$ cat config.mk
export PLATFORM = sky130hd
export DESIGN_NAME = imem_loadable
export DESIGN_NICKNAME = d
export VERILOG_FILES = /design/src/rtl/imem_pkg.sv /design/src/rtl/imem_load_ctrl.sv /design/src/rtl/imem_loadable.sv
export SDC_FILE = /design/constraint.sdc
export NUM_CORES = 2
export LEC_CHECK = 0
export BUFFER_PORTS_ARGS = -buffer_cell sky130_fd_sc_hd__buf_2
export CORE_UTILIZATION = 62
export DETAILED_ROUTE_END_ITERATION = 6
export PLACE_DENSITY = 0.79
export SYNTH_ARGS = -nofsm -noshare
export SYNTH_HDL_FRONTEND = slang
export SYNTH_SLANG_ARGS = --single-unit
$ cat constraint.sdc
create_clock -name clk -period 5.8 [get_ports clk]
set_input_delay 1.45 -clock clk [delete_from_list [all_inputs] [get_ports clk]]
set_output_delay 1.45 -clock clk [all_outputs]
set_load 0.03 [all_outputs]
$ cat src/rtl/imem_pkg.sv
// Shared definitions for the loadable instruction memory: load-FSM encoding and ARM constants.
package imem_pkg;

  typedef enum logic [1:0] {
    IDLE = 2'd0,
    LOAD = 2'd1,
    DONE = 2'd2
  } ld_state_e;

  localparam logic [31:0] ARM_NOP       = 32'hE1A0_0000;
  // BAL to self: a fetching core spins in place until real code is present.
  localparam logic [31:0] ARM_BAL_SELF  = 32'hEAFF_FFFE;
  localparam logic [31:0] FILL_WORD_DEF = ARM_BAL_SELF;

endpackage

$ cat src/rtl/imem_load_ctrl.sv
// Program-load controller: accepts ld_count words from a valid/ready stream and
// produces the write strobe and word index for the memory array.
module imem_load_ctrl
  import imem_pkg::*;
#(
  parameter int ADDR_BITS = 6
) (
  input  logic                 clk,
  input  logic                 reset,
  input  logic                 ld_start,
  input  logic [ADDR_BITS-1:0] ld_base,
  input  logic [ADDR_BITS:0]   ld_count,
  input  logic                 ld_valid,
  output logic                 ld_ready,
  output logic                 busy,
  output logic                 done,
  output logic                 wr_en,
  output logic [ADDR_BITS-1:0] wr_idx
);

  localparam logic [ADDR_BITS:0] LP_DEPTH = {1'b1, {ADDR_BITS{1'b0}}};
  localparam logic [ADDR_BITS:0] LP_ONE   = {{ADDR_BITS{1'b0}}, 1'b1};

  ld_state_e            r_state, w_state_nxt;
  logic [ADDR_BITS-1:0] r_ptr, w_ptr_nxt;
  logic [ADDR_BITS:0]   r_rem, w_rem_nxt;

  always_ff @(posedge clk or posedge reset) begin
    if (reset) begin
      r_state <= IDLE;
      r_ptr   <= '0;
      r_rem   <= '0;
    end else begin
      r_state <= w_state_nxt;
      r_ptr   <= w_ptr_nxt;
      r_rem   <= w_rem_nxt;
    end
  end

  always_comb begin
    w_state_nxt = r_state;
    w_ptr_nxt   = r_ptr;
    w_rem_nxt   = r_rem;
    ld_ready    = 1'b0;
    done        = 1'b0;
    wr_en       = 1'b0;
    case (r_state)
      IDLE: begin
        if (ld_start) begin
          if (ld_count == '0) begin
            w_state_nxt = DONE;
          end else begin
            w_state_nxt = LOAD;
            w_ptr_nxt   = ld_base;
            w_rem_nxt   = (ld_count > LP_DEPTH) ? LP_DEPTH : ld_count;
          end
        end
      end
      LOAD: begin
        ld_ready = 1'b1;
        if (ld_valid) begin
          wr_en     = 1'b1;
          // Pointer is exactly ADDR_BITS wide, so it wraps from DEPTH-1 to 0.
          w_ptr_nxt = r_ptr + 1'b1;
          w_rem_nxt = r_rem - LP_ONE;
          if (r_rem == LP_ONE) begin
            w_state_nxt = DONE;
          end
        end
      end
      DONE: begin
        done        = 1'b1;
        w_state_nxt = IDLE;
      end
      default: begin
        w_state_nxt = IDLE;
      end
    endcase
  end

  assign wr_idx = r_ptr;
  assign busy   = (r_state != IDLE);

endmodule

$ cat src/rtl/imem_loadable.sv
// Loadable instruction memory: byte-addressed fetch read port, word-serial load port.
// Never-written or out-of-range words read as FILL_WORD; optional registered read.
module imem_loadable
  import imem_pkg::*;
#(
  parameter int                ADDR_BITS = 6,
  parameter int                DATA_W    = 32,
  parameter logic [DATA_W-1:0] FILL_WORD = DATA_W'(FILL_WORD_DEF),
  parameter int                READ_REG  = 0
) (
  input  logic                 clk,
  input  logic                 reset,
  input  logic [31:0]          A,
  output logic [DATA_W-1:0]    RD,
  input  logic                 ld_start,
  input  logic [ADDR_BITS-1:0] ld_base,
  input  logic [ADDR_BITS:0]   ld_count,
  input  logic                 ld_valid,
  input  logic [DATA_W-1:0]    ld_data,
  output logic                 ld_ready,
  output logic                 busy,
  output logic                 done
);

  localparam int DEPTH = 1 << ADDR_BITS;

  logic [DATA_W-1:0]    r_mem [DEPTH];
  logic [DEPTH-1:0]     r_valid;
  logic                 w_wr_en;
  logic [ADDR_BITS-1:0] w_wr_idx;
  logic [ADDR_BITS-1:0] w_rd_idx;
  logic                 w_in_range;
  logic [DATA_W-1:0]    w_rd;
  logic                 w_unused_a;

  imem_load_ctrl #(
    .ADDR_BITS(ADDR_BITS)
  ) u_ctrl (
    .clk     (clk),
    .reset   (reset),
    .ld_start(ld_start),
    .ld_base (ld_base),
    .ld_count(ld_count),
    .ld_valid(ld_valid),
    .ld_ready(ld_ready),
    .busy    (busy),
    .done    (done),
    .wr_en   (w_wr_en),
    .wr_idx  (w_wr_idx)
  );

  // Data array is deliberately unreset; the valid bits alone decide visibility.
  always_ff @(posedge clk) begin
    if (w_wr_en) begin
      r_mem[w_wr_idx] <= ld_data;
    end
  end

  always_ff @(posedge clk or posedge reset) begin
    if (reset) begin
      r_valid <= '0;
    end else if (w_wr_en) begin
      r_valid[w_wr_idx] <= 1'b1;
    end
  end

  assign w_rd_idx   = A[ADDR_BITS+1:2];
  assign w_in_range = ((A >> (ADDR_BITS + 2)) == 32'd0);
  assign w_rd       = (w_in_range && r_valid[w_rd_idx]) ? r_mem[w_rd_idx] : FILL_WORD;
  assign w_unused_a = ^A[1:0];

  generate
    if (READ_REG != 0) begin : g_rd_reg
      logic [DATA_W-1:0] r_rd;
      always_ff @(posedge clk or posedge reset) begin
        if (reset) begin
          r_rd <= FILL_WORD;
        end else begin
          r_rd <= w_rd;
        end
      end
      assign RD = r_rd;
    end else begin : g_rd_comb
      assign RD = w_rd;
    end
  endgenerate

endmodule
* Word-level counts from Yosys, hierarchy flattened
Memory sizes are Yosys's and may differ from the RTL's. Cells that the tools add are included.
Storage, ports and cells: register bits 79, bits in latches 0, logic and storage cells 53, bits in read-only memories 0, output and inout bits 35, bits of input ports 81, memory bits (writable) 2048, memories kept 1
Operators by class: equal/unequal tests 7, add/sub/neg operators 2, reduce and logical (&&, ||, !) cells 9, multipliers 0, muxes and demuxes 25, shift-type cells 0, bitwise operators 1, order comparisons 4, divide/modulo/power cells 0
Memory list:
- r_mem | depth 64, width 32, read ports 1, clocked after Yosys merged registers in 0, write ports 1, RTL line imem_loadable.sv:27 | logic [DATA_W-1:0] r_mem [DEPTH];
Operators with widths (number):
- $or 64x64->64 | 1
- $logic_not 32->1 | 1
- $mux 32 | 1
- $mux 7 | 4
- $mux 6 | 3
- $lt 6x7->1 const B | 2
- $pmux 7 s2 | 1
- $pmux 6 s2 | 1
- $mux 1 | 8
- $mux 2 | 4
- $eq 7x1->1 const B | 1
- $gt 7x7->1 const B | 1
- $logic_not 7->1 | 1
- $sub 7x1->7 const B | 1
- $add 6x1->6 const B | 1
- $bmux 1 s6 | 1
- $demux 1 s6 | 1
- $ge 6x1->1 const B | 1
- $ne 2x2->1 const B | 3
- $pmux 2 s2 | 1
- $reduce_and 4->1 | 1
- $reduce_bool 2->1 | 2
- $reduce_and 3->1 | 1
- $eq 2x1->1 const B | 1
- other kinds (4) | 5

* Longest topological paths before layout
word-level depth 5, gate-level depth with buffers 11, gate-level depth less buffers 7

* Modules after synthesis
Synthesis repeated with hierarchy kept, for this count alone.
Unflattened totals: cell total of the unflattened synthesis 3837, area total of the unflattened synthesis 82324.0 µm²
Modules (own cells, without submodules):
- imem_loadable | seq. area each 63100.5 µm², times used 1, cells an instance 3734, area an instance 81390.6 µm²
- imem_load_ctrl | seq. area each 375.4 µm², times used 1, cells an instance 103, area an instance 933.4 µm²

* Least setup slack after synthesis
Ideal clock, no wire load.
path type input to output, start in A[2], end out RD[26], setup slack 0.593 ns, path buffers 3, stages on the path 9, data arrival time 3.757 ns, cell sequence buf_6 buf_6 mux4_2 nor2b_1 a211oi_1 a211o_1 a311oi_2 buf_2 a21boi_0
On the way: word-level cells in the longest chain between the ends 4
Ends and longest elaborated chain:
- start, declared | RTL line imem_loadable.sv:13 | input logic [31:0] A,
- $bmux 1 s6 | RTL line imem_loadable.sv:69 | assign w_rd = (w_in_range && r_valid[w_rd_idx]) ? r_mem[w_rd_idx] : FILL_WORD;
- $mux 1 (not written as such) | RTL line imem_loadable.sv:69
- $logic_and 1x1->1 | RTL line imem_loadable.sv:69
- $mux 32 (*) | RTL line imem_loadable.sv:69
- end, declared | RTL line imem_loadable.sv:14 | output logic [DATA_W-1:0] RD,
Mark *: on every way between the ends. The rest lies on a longest branch, timed or not. The select of a mux whose other input is x is not followed.

* Worst setup path after layout
start in A[3], end out RD[22]
Same word-level chain as after synthesis.

==> results_dict.tcl <==
set metrics [dict create \
    crit_fanout 11 \
    drive_above_1_share_pct 36.0 \
    startpoint_type "primary input" \
    grt_pass1_vias 41900 \
    synth_area_leaders "edfxtp_1, mux4_2, dfrtp_1" \
    clock_latency_ns 0.84 \
    fin_worst_skew_ns 0.0201 \
    overflow 0 \
    layout.nets 3761 \
    layout_setup_ws_ns -0.0741 \
    clockBufferDepth 3 \
    drt_wl_total_um 222000 \
    ant_nets 0 \
    min_period_ns 5.87 \
    path_clk_slew_ns 0.06 \
    yosys_warnings 0 \
    syn_area_um2 81300 \
    slew_headroom_pct 5.90 \
    synth_seq_area_share_pct 78.0 \
    syn_nets 3430 \
    clock_sinks 2127 \
    synth_top_area_share_pct 75.6 \
    grt_pass1_wl_um 303000 \
    antenna_found_initial 23 \
    avgRoutedWirePerCell_um 39.6 \
    min_path_type "flip-flop to flip-flop" \
    via_per_inst 7.38 \
    port_buffers 113 \
    vias 41300 \
    numCtsBuffers 197 \
    cts_tree "built" \
    die-area_um2 133000 \
    synthCells 3346 \
    failed_checks "setup timing" \
    syn_avg_cell_area_um2 24.3 \
    htreeDepth 4 \
    gp_congestion 0.879 \
    area_delta_synth_final_pct 13.3 \
    slew_viol_final 0 \
    fin_crit_sh_pct 101 \
    cts_root_buffer "clkbuf_16" \
    synthFlopType "edfxtp_1" \
    power_density_nw_per_um2 358 \
    p_total_mw 33.0 \
    tightest_slew_ns 1.41 \
    rsz0062_at_grt "true" \
    async_reset_ff_share_pct 3.71 \
    drt_iter0_markers 7168 \
    endpoint_kind "output pin" \
    setup-tns-final_ns -0.246 \
    place_inst 5213 \
    mostFrequentLayoutCells "edfxtp_1, mux4_2, clkbuf_16" \
    fp.dieW_um 364 \
    grt_max_degree 75 \
    num_rows 132 \
    initial_utilization_pct 62.7 \
    fmax_mhz 170 \
    io_pins 116 \
    cp.required_ns 4.35 \
    post-route-drc-count 0 \
    leakagePower_nw 29.2 \
    hold_ws_ns 0.471 \
    final_common_cell "edfxtp_1" \
    core_um2 130000 \
    setup_viol 8 \
    critical_path_class "primary input to output pin" \
    hold_violations 0 \
    synth_edf_count 2048 \
    synth_seq_cells 2127 \
    synth_top_cell_by_area "edfxtp_1" \
    irDropWorstVdd_v 0.000276 \
    grt_use_total_pct 33.3 \
    ys_types 44 \
    outcome "finished with violations" \
    cp.arrival_ns 4.42 \
    first_pass_iters 6 \
    cap_violations 0 \
    dp.final_hpwl_um 115000 \
    die_y_um 364 \
    final_cell_count_no_fill 5591 \
]
-- what timing repair did --
item | CTS | global route
setup buffers | 0 | 2
gates resized for setup | 2 | 13
setup endpoints to repair | 2 | 16
gates cloned | 0 | 5
hold buffers | 0 | 0
pin swaps | 0 | 2
-- path summary, 6_finish.rpt --
check                      cells past startpoint  slack (ns)              start               to
hold / removal                                 1        0.47         r_valid[4]       r_valid[4]
min in group asynchronous                      2        0.76              reset  u_ctrl.r_rem[4]
setup / recovery                              11       -0.07               A[3]           RD[22]
hold reg to reg                                1        0.47         r_valid[4]       r_valid[4]
max in group asynchronous                      3        3.94              reset       r_valid[8]
setup reg to reg                               7        1.14  u_ctrl.r_state[0]    r_mem[20][26]
-- worst max-delay path, stage by stage --
cell,delay (ns)
buf_8,0.20
buf_4,0.30
mux4_2,0.40
mux4_2,0.50
nor2b_1,0.46
a311oi_4,0.06
buf_4,0.20
buf_12,0.13
buf_4,0.20
nand3_1,0.22
clkbuf_4,0.28
-- registers in the layout (all words and copies together), names as in the netlist --
register and flops:
r_mem 2048, u_ctrl.r_rem 7, u_ctrl.r_state 2, r_valid 64, u_ctrl.wr_idx 6
-- cell usage after synthesis (20+ instances only) --
cell type and n:
nor2_1 81, nand3_1 33, edfxtp_1 2048, nand2_1 20, buf_1 20, buf_4 22, clkbuf_1 66, dfrtp_1 79
or2_2 65, a22oi_1 63, mux4_2 651, buf_2 61
-- kinds of logic (layout without fill, tap and decap cells) --
| logic type | count (synthesis) | count (layout) | share of synthesized area (%) |
|---|---|---|---|
| compound gates | 121 | 121 | 1.05 |
| fa+ha+maj | 3 | 3 | 0.0461 |
| buf+inv | 186 | 681 | 1.14 |
| flops | 2127 | 2127 | 78.0 |
| mux | 669 | 669 | 18.2 |
| other cells | 0 | 8 | 0 |
| simple gates | 240 | 240 | 1.49 |
-- routing by layer --
metal / track usage [%] / vias to the layer above / wire length (um)
li1: - / 15100 / -
met1: 43.9 / 21500 / 72600
met2: 52.8 / 3889 / 109000
met3: 8.63 / 787 / 28900
met4: 16.0 / 20 / 11300
met5: 0 / - / 118
-- metrics by stage --
| stage | util [%] | cell area (um2) | setup WS (ns) |
|---|---|---|---|
| floorplan | - | 81300 | 0.593 |
| global placement | 66.0 | 85600 | 0.0128 |
| detailed placement | 66.0 | 85600 | -0.0482 |
| CTS | 70.9 | 92000 | 0.00134 |
| global route | 71.0 | 92200 | -0.0664 |
| finish | 71.0 | 92200 | -0.0741 |
-- final cells by class --
type                       count  area, um2
tap                         1742       2180
clock inverter               102       1010
fill                        6972      37600
inverter                       8       31.3
antenna                        8       20.0
clock buffer                 261       5320
sequential                  2127      63500
timing repair buffer         310       2690
multi-input combinational   1033      17500
-- where the power goes --
group          total, mW  switching (mW)  internal, mW
clock network       12.9            5.74          7.15
registers           17.6           0.318          17.3
logic               2.55            1.55          1.00
total               33.0            7.61          25.4
(Power assumes the default switching activity.)
